`config.mk`:
```
export PLATFORM = sky130hd
export DESIGN_NAME = uart_tx_ctrl
export DESIGN_NICKNAME = d
export VERILOG_FILES = /design/src/rtl/uart_tx_pkg.sv /design/src/rtl/uart_tx_ctrl.sv
export SDC_FILE = /design/constraint.sdc
export NUM_CORES = 1
export LEC_CHECK = 0
export CORE_MARGIN = 2
export CORE_UTILIZATION = 30
export CTS_BUF_LIST = sky130_fd_sc_hd__clkbuf_8 sky130_fd_sc_hd__clkbuf_16
export DETAILED_ROUTE_END_ITERATION = 16
export GPL_TIMING_DRIVEN = 1
export SYNTH_ARGS = -nofsm -noshare
export SYNTH_HDL_FRONTEND = slang
export SYNTH_SLANG_ARGS = --single-unit
```
`constraint.sdc`:
```
create_clock -name clk -period 1.3 [get_ports clk]
set_input_delay 0.325 -clock clk [delete_from_list [all_inputs] [get_ports clk]]
set_output_delay 0.325 -clock clk [all_outputs]
set_load 0.01 [all_outputs]
```
`src/rtl/uart_tx_pkg.sv`:
```
// Shared definitions for the UART transmit path.
// FSM state encoding and serial line levels.
package uart_tx_pkg;

    typedef enum logic [2:0] {
        IDLE   = 3'd0,
        START  = 3'd1,
        DATA   = 3'd2,
        PARITY = 3'd3,
        STOP   = 3'd4
    } state_t;

    localparam logic IDLE_LVL  = 1'b1;
    localparam logic START_LVL = 1'b0;
    localparam logic STOP_LVL  = 1'b1;

endpackage

```
`src/rtl/uart_tx_ctrl.sv`:
```
// UART transmit frame sequencer, one bit per clk.
// Start, LSB-first data, optional parity, stop bit(s).
module uart_tx_ctrl
    import uart_tx_pkg::*;
#(
    parameter int DATA_WIDTH = 8,
    parameter int STOP_BITS  = 1
) (
    input  logic                  clk,
    input  logic                  rest,
    input  logic                  data_valid,
    input  logic [DATA_WIDTH-1:0] p_data,
    input  logic                  par_en,
    input  logic                  par_typ,
    input  logic                  par_bit,
    output logic [DATA_WIDTH-1:0] par_data,
    output logic                  par_typ_q,
    output logic                  tx_out,
    output logic                  busy,
    output logic                  tx_ready
);

    localparam int CNT_W = $clog2(DATA_WIDTH);
    localparam logic [CNT_W-1:0] BIT_LAST =
        CNT_W'(DATA_WIDTH - 1);
    localparam logic STOP_LAST = 1'(STOP_BITS - 1);

    state_t                state;
    state_t                state_nxt;
    logic [DATA_WIDTH-1:0] shift_reg;
    logic [CNT_W-1:0]      bit_cnt;
    logic                  stop_cnt;
    logic                  par_en_q;
    logic                  tx_nxt;
    logic                  stop_last;
    logic                  accept;
    logic                  bit_last;

    assign stop_last = (stop_cnt == STOP_LAST);
    assign bit_last  = (bit_cnt == BIT_LAST);
    assign tx_ready  = (state == IDLE) |
                       ((state == STOP) & stop_last);
    assign accept    = data_valid & tx_ready;

    always_ff @(posedge clk) begin
        if (rest) begin
            state <= IDLE;
        end else begin
            state <= state_nxt;
        end
    end

    // tx_out is registered, so the level for the
    // upcoming cycle is chosen alongside the next state.
    always_comb begin
        state_nxt = state;
        tx_nxt    = IDLE_LVL;
        unique case (state)
            IDLE: begin
                if (accept) begin
                    state_nxt = START;
                    tx_nxt    = START_LVL;
                end
            end
            START: begin
                state_nxt = DATA;
                tx_nxt    = shift_reg[0];
            end
            DATA: begin
                if (!bit_last) begin
                    tx_nxt = shift_reg[0];
                end else if (par_en_q) begin
                    state_nxt = PARITY;
                    tx_nxt    = par_bit;
                end else begin
                    state_nxt = STOP;
                    tx_nxt    = STOP_LVL;
                end
            end
            PARITY: begin
                state_nxt = STOP;
                tx_nxt    = STOP_LVL;
            end
            STOP: begin
                if (!stop_last) begin
                    tx_nxt = STOP_LVL;
                end else if (accept) begin
                    state_nxt = START;
                    tx_nxt    = START_LVL;
                end else begin
                    state_nxt = IDLE;
                    tx_nxt    = IDLE_LVL;
                end
            end
            default: begin
                state_nxt = IDLE;
                tx_nxt    = IDLE_LVL;
            end
        endcase
    end

    always_ff @(posedge clk) begin
        if (rest) begin
            tx_out    <= IDLE_LVL;
            busy      <= 1'b0;
            shift_reg <= '0;
            par_data  <= '0;
            par_typ_q <= 1'b0;
            par_en_q  <= 1'b0;
            bit_cnt   <= '0;
            stop_cnt  <= 1'b0;
        end else begin
            tx_out <= tx_nxt;
            busy   <= (state_nxt != IDLE);

            if (accept) begin
                shift_reg <= p_data;
                par_data  <= p_data;
                par_typ_q <= par_typ;
                par_en_q  <= par_en;
            end else if (state == START ||
                         state == DATA) begin
                shift_reg <= shift_reg >> 1;
            end

            if (state == DATA && !bit_last) begin
                bit_cnt <= bit_cnt + 1'b1;
            end else begin
                bit_cnt <= '0;
            end

            if (state == STOP && !stop_last) begin
                stop_cnt <= stop_cnt + 1'b1;
            end else begin
                stop_cnt <= 1'b0;
            end
        end
    end

endmodule
```
==> flow_summary.ini, run 1 <==
[logic_synthesis]
avgSynthCellArea_um2 = 8.96
syn-cell-area_um2 = 1150
ys_seq_area_share_pct = 47.1
synth-seq-cells = 27
synth_cells = 128
synth_edf_count = 0
synth-async-reset-ratio_pct = 0
synth.top_cell.area_share_pct = 47.1
ys_top_cells_by_area = dfxtp_1, nand2_1, a311oi_2
synth-main-ff-cell = dfxtp_1
synth_nets = 144
ys_types = 34
yosys.area.top_type = dfxtp_1
ys_warn_count = 0

[route]
firstDrtPassIters = 4
drtIter0Drc = 42
num_vias = 1070
wirelength_met1_um = 1470
top_layer_used = met4
route.met2.wl_um = 1340
routed_via_density = 4.84
drc = 0
drt-total-wl_um = 2910
wl_met3_um = 86
routedWlPerCell_um = 13.2
final_antenna_net_count = 0

[sta]
final-hold-violation-count = 0
hold_ws_ns = 0.458
setup_viol = 17
finalClockSkew_ns = 0.00926
clock.fmax_mhz = 706
finalMaxSlewViolations = 0
grt_setup_unrepaired = yes
worst_slack_ns = -0.117
finalCriticalPeriod_ns = 1.42
post-route-period-util_pct = 109

[cts]
cts_buffers = 3
tritoncts = yes
hold_buffers = 0
clockBufferDepth = 2
cts_sinks = 27
h-tree-depth = 1
insertion_delay_ns = 0.28
cts-root-buf = clkbuf_8
clk_pin_slew_ns = 0.09

[worst_setup_path]
critPathCaptureType = flip-flop
cp_data_arrival_time_ns = 1.64
crit_type = flip-flop to flip-flop
crit_path_max_fanout = 4
crit_path_start_kind = flip-flop
worstPathRequired_ns = 1.52

[job]
max_cap_viol_count = 0

[global_routing]
grt_usage_pct = 13.9
grt.overflow.total = 0
grt_pass1_vias = 1056
grt_max_degree = 17
grt_pass1_wl_um = 4680
antenna_found_initial = 0

[power]
combPwrFrac_pct = 26.1
clock_power_share_pct = 25.8
p_sw_share_pct = 28.8
peakVddDrop_mv = 0.511
p_seq_share_pct = 48.1
intPower_w = 0.00137
p_leak_nw = 0.750
p_sw_w = 0.000555
powerDensity_nw_per_um2 = 1030

[layout]
area_growth_pct = 62.7
num_antenna_cells = 0
drive_gt1_share_pct = 43.4
final_net_count = 190

[die]
num_io_pins = 26
die_y_um = 65.8
core_area_um2 = 3660
dieArea_um2 = 4330
die_width_um = 65.8
initial_core_util_pct = 31.3
rows = 22

[hold_path]
holdCritPathClass = flip-flop to flip-flop

[placed_design]
place_congestion = 0.860
dp_slack_ns = -0.438
portBuffers = 25
hpwl_um = 1970

[status]
violations = negative setup slack
outcome = finished with violations
## through the flow
stage	TNS (ns)	area [um^2]	util [%]	std cells	power [W]
6_report	-1.27	1870	51.0	221	0.00193
5_1_grt	-2.35	1870	51.0	221	0.00203
3_3_place_gp	-6.20	1610	44.0	210	0.00136
3_5_place_dp	-6.91	1610	44.0	210	0.00137
4_1_cts	-1.57	1720	46.9	217	0.00189
2_1_floorplan	-0.131	1220	-	128	0.00118
## final cells by class
type,instances,area (um^2)
Inverter,1,3.75
Timing Repair Buffer,48,449
Clock inverter,1,7.51
Sequential cell,27,551
Fill cell,340,1790
Clock buffer,3,41.3
Tap cell,48,60.1
Multi-Input combinational cell,93,754
## final timing paths
check	startpoint	end	slack [ns]	cells after the start
setup / recovery	bit_cnt[0]	bit_cnt[2]	-0.12	5
hold / removal	par_data[6]	par_data[6]	0.46	2
setup reg to reg	bit_cnt[0]	bit_cnt[2]	-0.12	5
hold reg to reg	par_data[6]	par_data[6]	0.46	2
## cells in the mapped netlist, types with 3 or more instances
master / count
a21oi_1: 11
a311oi_2: 5
and2_1: 4
dfxtp_1: 27
nand2_1: 29
nand2b_1: 3
nor2_1: 9
nor2b_1: 3
o21ai_0: 4
## placed cells by master, fill, tap and decap left out, types with 5 or more instances in the layout
master / n
a311oi_2: 6
clkdlybuf4s50_1: 13
a21oi_1: 6
dlygate4sd2_1: 11
a21oi_2: 5
nand2_4: 5
buf_4: 18
dfxtp_1: 23
nor2_1: 7
nand2_1: 19
## logic make-up (layout without fill, tap and decap cells)
kind of cell	Yosys count	in the layout	synth area share (%)
AND/OR/NAND/NOR	57	57	23.3
AO/OA/AOI/OAI	32	33	22.2
adder cells (fa/ha/maj)	2	2	2.18
other	1	1	0.327
flip-flops	27	27	47.1
buffers and inverters	9	53	4.80
## per-layer routing
| layer | GRT usage (%) | up-vias |
|---|---|---|
| met3 | 2.04 | 2 |
| met1 | 18.2 | 512 |
| li1 | - | 531 |
| met4 | 3.91 | 0 |
| met5 | 0 | - |
| met2 | 23.7 | 25 |
## power by group through the flow
| stage | registers [W] | logic (W) | clock network (W) |
|---|---|---|---|
| 2_1_floorplan | 0.000958 | 0.000222 | 0 |
| 3_3_place_gp | 0.000948 | 0.000410 | 0 |
| 3_5_place_dp | 0.000951 | 0.000422 | 0 |
| 4_1_cts | 0.000931 | 0.000452 | 0.000512 |
| 5_1_grt | 0.000937 | 0.000544 | 0.000552 |
| 6_report | 0.000928 | 0.000504 | 0.000497 |
## timing repair
item,in CTS,in global routing
resized for setup,24,32
cloned,1,1
pin swaps,6,12
endpoints found under the setup margin,36,27
setup buffers,2,3
## worst max-delay path, stage by stage, from the launching register on
cell and delay [ns]:
dfxtp_4 0.36, ha_4 0.16, ha_4 0.17, or3b_4 0.41
nor3_2 0.13, and2_1 0.14
No activity file was read; power rests on OpenSTA's default activity.
==> run 2: changes to the inputs <==
--- a/config.mk
+++ b/config.mk
@@ -8,8 +8,10 @@
 export CORE_MARGIN = 2
 export CORE_UTILIZATION = 30
 export CTS_BUF_LIST = sky130_fd_sc_hd__clkbuf_8 sky130_fd_sc_hd__clkbuf_16
+export CTS_CLUSTER_SIZE = 40
 export DETAILED_ROUTE_END_ITERATION = 16
 export GPL_TIMING_DRIVEN = 1
+export RECOVER_POWER = 25
 export SYNTH_ARGS = -nofsm -noshare
 export SYNTH_HDL_FRONTEND = slang
 export SYNTH_SLANG_ARGS = --single-unit
==> results of run 2 <==
Same layout as run 1: the final DEF is identical, and so are final timing and power.
==> run 3: changes to the inputs <==
--- a/config.mk
+++ b/config.mk
@@ -12,6 +12,7 @@
 export DETAILED_ROUTE_END_ITERATION = 16
 export GPL_TIMING_DRIVEN = 1
 export RECOVER_POWER = 25
+export SLEW_MARGIN = 20
 export SYNTH_ARGS = -nofsm -noshare
 export SYNTH_HDL_FRONTEND = slang
 export SYNTH_SLANG_ARGS = --single-unit
==> results of run 3 <==
Same layout as run 1: the final DEF is identical, and so are final timing and power.
